**src/rtl/cond_pkg.sv**
```systemverilog
// Shared types and constants for the condition-evaluation stage.
package cond_pkg;

  typedef enum logic [3:0] {
    EQ, NE, CS, CC, MI, PL, VS, VC,
    HI, LS, GE, LT, GT, LE, AL, NV
  } cond_e;

  localparam int unsigned FLAG_N = 3;
  localparam int unsigned FLAG_Z = 2;
  localparam int unsigned FLAG_C = 1;
  localparam int unsigned FLAG_V = 0;

  localparam int unsigned FW_NZ = 1;
  localparam int unsigned FW_CV = 0;

  typedef enum logic {EMPTY, FULL} out_state_e;

endpackage

```
**src/rtl/cond_check.sv**
```systemverilog
// Combinational evaluation of a 4-bit condition code against {N,Z,C,V}.
module cond_check
  import cond_pkg::*;
(
  input  logic [3:0] cond,
  input  logic [3:0] flags,
  output logic       cond_ex
);

  logic n, z, c, v;

  assign n = flags[FLAG_N];
  assign z = flags[FLAG_Z];
  assign c = flags[FLAG_C];
  assign v = flags[FLAG_V];

  always_comb begin
    cond_ex = 1'b0;
    case (cond_e'(cond))
      EQ: cond_ex = z;
      NE: cond_ex = !z;
      CS: cond_ex = c;
      CC: cond_ex = !c;
      MI: cond_ex = n;
      PL: cond_ex = !n;
      VS: cond_ex = v;
      VC: cond_ex = !v;
      HI: cond_ex = c && !z;
      LS: cond_ex = !c || z;
      GE: cond_ex = (n == v);
      LT: cond_ex = (n != v);
      GT: cond_ex = !z && (n == v);
      LE: cond_ex = z || (n != v);
      AL: cond_ex = 1'b1;
      NV: cond_ex = 1'b0;
      default: cond_ex = 1'b0;
    endcase
  end

endmodule

```
**src/rtl/cond_exec_unit.sv**
```systemverilog
// NZCV flag register, condition gating of write requests and a one-entry
// valid/ready output register towards writeback.
module cond_exec_unit
  import cond_pkg::*;
#(
  parameter int unsigned CNT_W = 8
) (
  input  logic             clk,
  input  logic             rst_n,
  input  logic             in_valid,
  output logic             in_ready,
  input  logic [3:0]       cond,
  input  logic [3:0]       alu_flags,
  input  logic [1:0]       flag_w,
  input  logic             pc_src,
  input  logic             reg_write,
  input  logic             mem_write,
  output logic             out_valid,
  input  logic             out_ready,
  output logic             pc_src_q,
  output logic             reg_write_q,
  output logic             mem_write_q,
  output logic             cond_ex_q,
  output logic [3:0]       flags_q,
  output logic [CNT_W-1:0] ovf_count
);

  out_state_e state;
  logic       pass;
  logic       accept;
  logic       transfer;

  // Condition sees the committed flags only; there is no alu_flags bypass.
  cond_check u_cond_check (
    .cond    (cond),
    .flags   (flags_q),
    .cond_ex (pass)
  );

  assign out_valid = (state == FULL);
  assign in_ready  = !out_valid || out_ready;
  assign accept    = in_valid && in_ready;
  assign transfer  = out_valid && out_ready;

  always_ff @(posedge clk or negedge rst_n) begin
    if (!rst_n) begin
      state       <= EMPTY;
      pc_src_q    <= 1'b0;
      reg_write_q <= 1'b0;
      mem_write_q <= 1'b0;
      cond_ex_q   <= 1'b0;
      flags_q     <= '0;
      ovf_count   <= '0;
    end else if (accept) begin
      state       <= FULL;
      pc_src_q    <= pc_src && pass;
      reg_write_q <= reg_write && pass;
      mem_write_q <= mem_write && pass;
      cond_ex_q   <= pass;
      if (pass) begin
        if (flag_w[FW_NZ]) begin
          flags_q[FLAG_N] <= alu_flags[FLAG_N];
          flags_q[FLAG_Z] <= alu_flags[FLAG_Z];
        end
        if (flag_w[FW_CV]) begin
          flags_q[FLAG_C] <= alu_flags[FLAG_C];
          flags_q[FLAG_V] <= alu_flags[FLAG_V];
          if (alu_flags[FLAG_V] && (ovf_count != '1))
            ovf_count <= ovf_count + 1'b1;
        end
      end
    end else if (transfer) begin
      state <= EMPTY;
    end
  end

endmodule

```
**config.mk**
```make
export PLATFORM = sky130hd
export DESIGN_NAME = cond_exec_unit
export DESIGN_NICKNAME = d
export VERILOG_FILES = /design/src/rtl/cond_pkg.sv /design/src/rtl/cond_check.sv /design/src/rtl/cond_exec_unit.sv
export SDC_FILE = /design/constraint.sdc
export NUM_CORES = 1
export LEC_CHECK = 0
export BUFFER_PORTS_ARGS = -buffer_cell sky130_fd_sc_hd__buf_2
export CAP_MARGIN = 5
export CORE_MARGIN = 2
export CORE_UTILIZATION = 47
export CTS_CLUSTER_SIZE = 14
export DETAILED_ROUTE_END_ITERATION = 8
export PLACE_DENSITY_LB_ADDON = 0.3
export SYNTH_ARGS = -nofsm -noshare
export SYNTH_HDL_FRONTEND = slang
export SYNTH_SLANG_ARGS = --single-unit
```
**constraint.sdc**
```tcl
create_clock -name clk -period 2.4 [get_ports clk]
set_input_delay 0.24 -clock clk [delete_from_list [all_inputs] [get_ports clk]]
set_output_delay 0.24 -clock clk [all_outputs]
set_load 0.03 [all_outputs]
```
# After elaboration in Yosys (flattened, before gate mapping)

Index checks and enable logic that the tools add are counted.

Register bits: 17
Input bits: 17

Add/sub/neg operators: 1
Muxes and demuxes: 3
Reduce and logical (&&, ||, !) cells: 21
Equal/unequal tests: 18

Operator list:

| kind                                                | number |
|---|---|
| equality test 4 bit, second input constant          | 8 |
| equality test 4 x 3 -> 1 bit, second input constant | 4 |
| case mux 1 bit (16 select lines)                    | 1 |
| adder 8 x 1 -> 8 bit, second input constant         | 1 |
| equality test 4 x 2 -> 1 bit, second input constant | 2 |
| logical AND 1 bit                                   | 8 |
| inequality test 8 bit, second input constant        | 1 |
| AND reduction 3 bit                                 | 2 |
| logical NOT 1 bit                                   | 5 |
| equality test 4 x 1 -> 1 bit, second input constant | 1 |
| logical NOT 4 bit                                   | 1 |
| AND reduction 4 bit                                 | 1 |
| logical OR 1 bit                                    | 3 |
| two-way mux 1 bit                                   | 2 |
| nonzero test 2 bit                                  | 1 |
| equality test 1 bit                                 | 1 |
| inequality test 1 bit                               | 1 |

# Longest topological paths before layout

Word-level depth: 4
Gate-level depth with buffers: 8
Mapped depth without buffers: 6

# By module

Synthesis repeated with hierarchy kept, for this count alone.

Cells, all modules: 91
Area total of the unflattened synthesis: 958.4 um^2

Modules (own cells, without submodules):

| module         | area an instance (um^2) | cells an instance | times used |
|---|---|---|---|
| cond_exec_unit | 803.3                   | 68                | 1 |
| cond_check     | 155.1                   | 23                | 1 |

# Worst setup path after synthesis

Ideal clock, no wire load.

Path type: register to register
Start point: register state (netlist: out_valid)
End point: register ovf_count[1]
Buffers on the path: 1
Cell stages (with the launch flop): 8
Data required time: 2272 ps
Slack: 275 ps
Library setup time: 128 ps
Data arrival time: 1998 ps
Cells stage by stage: dfrtp_1 > nand2b_1 > nand2_1 > nor3b_1 > and3_1 > clkbuf_1 > nand2_1 > mux2_1

Cells in the longest elaborated chain, start to end: 4

RTL lines:

| element                       | line                 | text |
|---|---|---|
| start: declaration            | cond_exec_unit.sv:28 | `out_state_e state;` |
| start signal: assignment      | cond_exec_unit.sv:47 | `state <= EMPTY;` |
| start signal: assignment      | cond_exec_unit.sv:55 | `state <= FULL;` |
| start signal: assignment      | cond_exec_unit.sv:73 | `state <= EMPTY;` |
| logical NOT 1 bit             | cond_exec_unit.sv:41 | `assign in_ready = !out_valid \|\| out_ready;` |
| logical OR 1 bit              | cond_exec_unit.sv:41 |  |
| named net in_ready            | cond_exec_unit.sv:11 | `output logic in_ready,` |
| logical AND 1 bit             | cond_exec_unit.sv:42 | `assign accept = in_valid && in_ready;` |
| AND reduction 4 bit (no line) | n/a                  |  |
| end signal: assignment        | cond_exec_unit.sv:69 | `ovf_count <= ovf_count + 1'b1;` |
| end: declaration              | cond_exec_unit.sv:25 | `output logic [CNT_W-1:0] ovf_count` |

The timed path passes the listed nets, and every way through them passes these cells.
A chain may end at the register's enable or synchronous reset.

# Worst setup path in the final report

Start point: register flags_q[0]
End point: register flags_q[3]

Cells in the longest elaborated chain, start to end: 4

RTL lines:

| element                                                      | line                               | text |
|---|---|---|
| start: declaration                                           | cond_exec_unit.sv:24               | `output logic [3:0] flags_q,` |
| start signal: indexed assignment                             | cond_exec_unit.sv:62               | `flags_q[FLAG_N] <= alu_flags[FLAG_N];` |
| start signal: indexed assignment                             | cond_exec_unit.sv:63               | `flags_q[FLAG_Z] <= alu_flags[FLAG_Z];` |
| start signal: indexed assignment                             | cond_exec_unit.sv:66               | `flags_q[FLAG_C] <= alu_flags[FLAG_C];` |
| inequality test 1 bit or equality test 1 bit (tied branches) | n/a                                |  |
| logical OR 1 bit or logical AND 1 bit (tied branches)        | cond_check.sv:33, cond_check.sv:32 |  |
| case mux 1 bit (16 select lines) *                           | cond_check.sv:19                   | `case (cond_e'(cond))` |
| AND reduction 3 bit (no line) *                              | n/a                                |  |

Mark *: on every way between the ends. The rest lies on a longest branch, timed or not.

==> results.md <==
* Layout cells sized above 1 at 0.3932
* Sequential share of the synthesized area at 0.4539
* Initial Utilization at 0.4876
* CP Capture Type: flop
* Sw frac at 0.4376
* Final non-filler cell total at between 100 and 150
* Logic pwr share at 0.468
* Crit path max-delay cell type: dfrtp_1
* First-pass DRT Iterations at 2
* Fmax at 483.8 MHz
* Clk Tree Root Cell: clkbuf_4
* CORE AREA at about 0.0019 mm²
* Max Cap Viol at 0
* N_diodes at 0
* HPWL after DPL at ~1500 µm
* Synthesized area per cell at 11.57 µm²
* Worst Path Max Fanout at 8
* Total track usage at 0.1770
* Final setup TNS at 0 ns
* Arr. time, crit path at 2.25 ns
* GP Congestion at 0.8003
* Unrepaired setup endpoints after global routing: no
* Int Pwr at 621.8 µW
* Vias/cell at 5.097
* Die H at 48.66 µm
* Post-Syn Instances at 81
* Vias in the first global route at 766
* Reg power frac at 0.392
* Post-route ant nets at 0
* Clk slew on worst S/H paths at 0.10 ns
* Grt ovf at 0
* Mapped cell area at 937.1 µm²
* Fin area at 0.001152 mm²
* Routed WL per cell at ~13 µm
* Relative slew slack at 0.7216
* Most used cell, CP: xor2_1
* Ys Warns at 0
* Initial DRC Count at 1
* Hold_ws at about 0.14 ns
* Leak Pwr at 0.5443 nW
* Site row count at 16
* Run status: finished clean
* Fillers at 194
* Pwr dens at 959.4 mW/mm²
* Via count at 734
* CP Launch Type: flop
* Delay-heaviest family, CP: multiplexers
* CP required at 2.58 ns
* Area grow syn2layout at 22.96%
* Clock Power Share at 0.140
* Peak supply drop at between 0.0005 and 0.0006 V
* First-pass GRT wire length at 3256 µm
* Worst Max-Slew Pin Slew at about 0.42 ns
* Clock sinks at 17
* Ys async rst share at 1.000
* EDFF count, synth at 0
* Setup slack, reg-to-reg at roughly 0.33 ns
* Ys flop type: dfrtp_1
* Final WL at 1835 µm
* Placed Cells at 139
* Syn nets at between 90 and 100
* # Post-CTS Setup Buffers at 0
* CP cell instances: xor2_1, xor2_1, mux2_2, o32ai_4, nand3_2, mux2_1
* Final setup skew at 0.009220 ns
* Number of setup violations in the final report at 0
* Number of buffers created by CTS at 3
* Top Ports at 35
* Port Buffers at 34
* Post-CTS Hold Fix Bufs at 1
* CTS H-tree lvls at 1
* Hold Violations, Final at 0
* Max-slew violations at 0
* Layout Nets at 136
* CTS resizes at 0
* Final min period at around 2.1 ns
* Worst Hold Class: in2reg
* Clk_lat worst skew at 0.30 ns
* P_sw at between 400 and 500 µW
* Slowest Stage Delay on Critical Path at 0.42 ns
* Total chip power at between 1 and 1.5 mW
* Critical Setup Path Class: reg2reg
* CTS tree: done
* Synthesized flop and latch total at 17
* Final period utilization at 0.8613
* Remaining DRCs at 0
* Cell Area, Placed at ~0.0011 mm²
* Die ar. at roughly 0.0024 mm²
* Largest net degree at the start of global routing at 18
* WP buf/inv at 0
* Clock buffer depth at 2
* Initial antenna violation count at 0
* Die Wd at ~50 µm
* Number of library cell types mapped by synthesis at 29
==> placed cells by master (no fill, tap or decap), drive strengths merged <==
cell	n
buf	35
dfrtp	17
xnor2	9
nand2	7
mux2	6
nor2	4
nand3	4
nand2b	3
nand4	3
mux2i	3
a32o	3
clkbuf	3
and3	2
xor2	2
nand3b	2
nand4b	2
or2	1
nor4	1
nor3b	1
inv	1
nor2b	1
a221oi	1
a21oi	1
o32ai	1
a22o	1
ha	1
clkinv	1
dlygate4sd3	1
==> cells in the mapped netlist, types with 2 or more instances <==
library cell	count	area, µm²
and3_1	2	12.51
dfrtp_1	17	425.4
xor2_1	2	17.52
buf_6	2	22.52
a32o_1	3	30.03
mux2_2	2	22.52
nand3b_1	2	15.01
nand4_1	3	18.77
nand2b_1	3	18.77
mux2i_1	3	30.03
nand3_1	3	15.01
nand4b_1	2	17.52
nor2_1	4	15.01
nand2_1	7	26.28
mux2_1	4	45.04
xnor2_1	9	78.83
==> worst reg2reg max path, cell delays in order (launching register included) <==
cell and delay (ns):
dfrtp_1 0.42, xor2_1 0.26, xor2_1 0.10, mux2_2 0.30
o32ai_4 0.38, nand3_2 0.16, mux2_1 0.33
==> area by class of cell <==
| class | count | area (µm²) | area share |
|---|---|---|---|
| Multi-Input combinational cell | 59 | 474.2 | 0.4115 |
| Sequential cell | 17 | 425.4 | 0.3692 |
| Timing Repair Buffer | 36 | 187.7 | 0.1629 |
| Tap cell | 27 | 33.78 | 0.02932 |
| Clock buffer | 3 | 22.52 | 0.01954 |
| Clock inverter | 1 | 5.005 | 0.004343 |
| Inverter | 1 | 3.754 | 0.003257 |
==> stage by stage <==
stage / worst slack, ns / utilization
after floorplan: 0.2747 / -
after global placement: 0.3725 / 0.5801
after detailed placement: 0.3260 / 0.5801
after CTS: 0.3052 / 0.5996
after global routing: 0.1936 / 0.5996
final: 0.3330 / 0.5996
==> per-layer routing <==
layer / vias up / wire length [µm] / track usage / share of wire
li1: 361 / - / - / -
met4: 0 / 21 / 0.06190 / 0.011
met1: 353 / 808 / 0.2000 / 0.44
met3: 2 / 77 / 0.05247 / 0.042
met2: 18 / 929 / 0.3151 / 0.51
met5: - / 0 / 0 / 0
==> sequential cells by signal, indices dropped and copies added (netlist names) <==
name	count
ovf_count	8
flags_q	4
cond_ex_q	1
mem_write_q	1
out_valid	1
pc_src_q	1
reg_write_q	1
==> path summary, 6_finish.rpt <==
check                                  startpoint                       end  cells after the start
max                        flags_q[0]$_DFFE_PN0P_    flags_q[3]$_DFFE_PN0P_                      6
min                                      in_valid     out_valid$_DFFE_PN0P_                      2
max reg2reg                flags_q[0]$_DFFE_PN0P_    flags_q[3]$_DFFE_PN0P_                      6
min reg2reg                  pc_src_q$_DFFE_PN0P_      pc_src_q$_DFFE_PN0P_                      1
max in group asynchronous                   rst_n    flags_q[1]$_DFFE_PN0P_                      2
min in group asynchronous                   rst_n  ovf_count[3]$_DFFE_PN0P_                      2
==> cells by family after synthesis <==
family,share of synthesized area
AND/OR/NAND/NOR,0.1936
buffers and inverters,0.04005
XOR/XNOR,0.1028
flip-flops,0.4539
multiplexers,0.1041
adder cells (fa/ha/maj),0.01335
AO/OA/AOI/OAI,0.09212
==> power by group through the flow <==
| stage | logic (mW) | registers, mW | clock network, mW |
|---|---|---|---|
| 2_1_floorplan | 0.237 | 0.582 | 0 |
| 4_1_cts | 0.524 | 0.436 | 0.159 |
| 5_1_grt | 0.554 | 0.451 | 0.181 |
| 3_5_place_dp | 0.520 | 0.441 | 0 |
| 3_3_place_gp | 0.511 | 0.433 | 0 |
| 6_report | 0.517 | 0.434 | 0.155 |
Note: power is estimated with default switching activity, not from simulation.
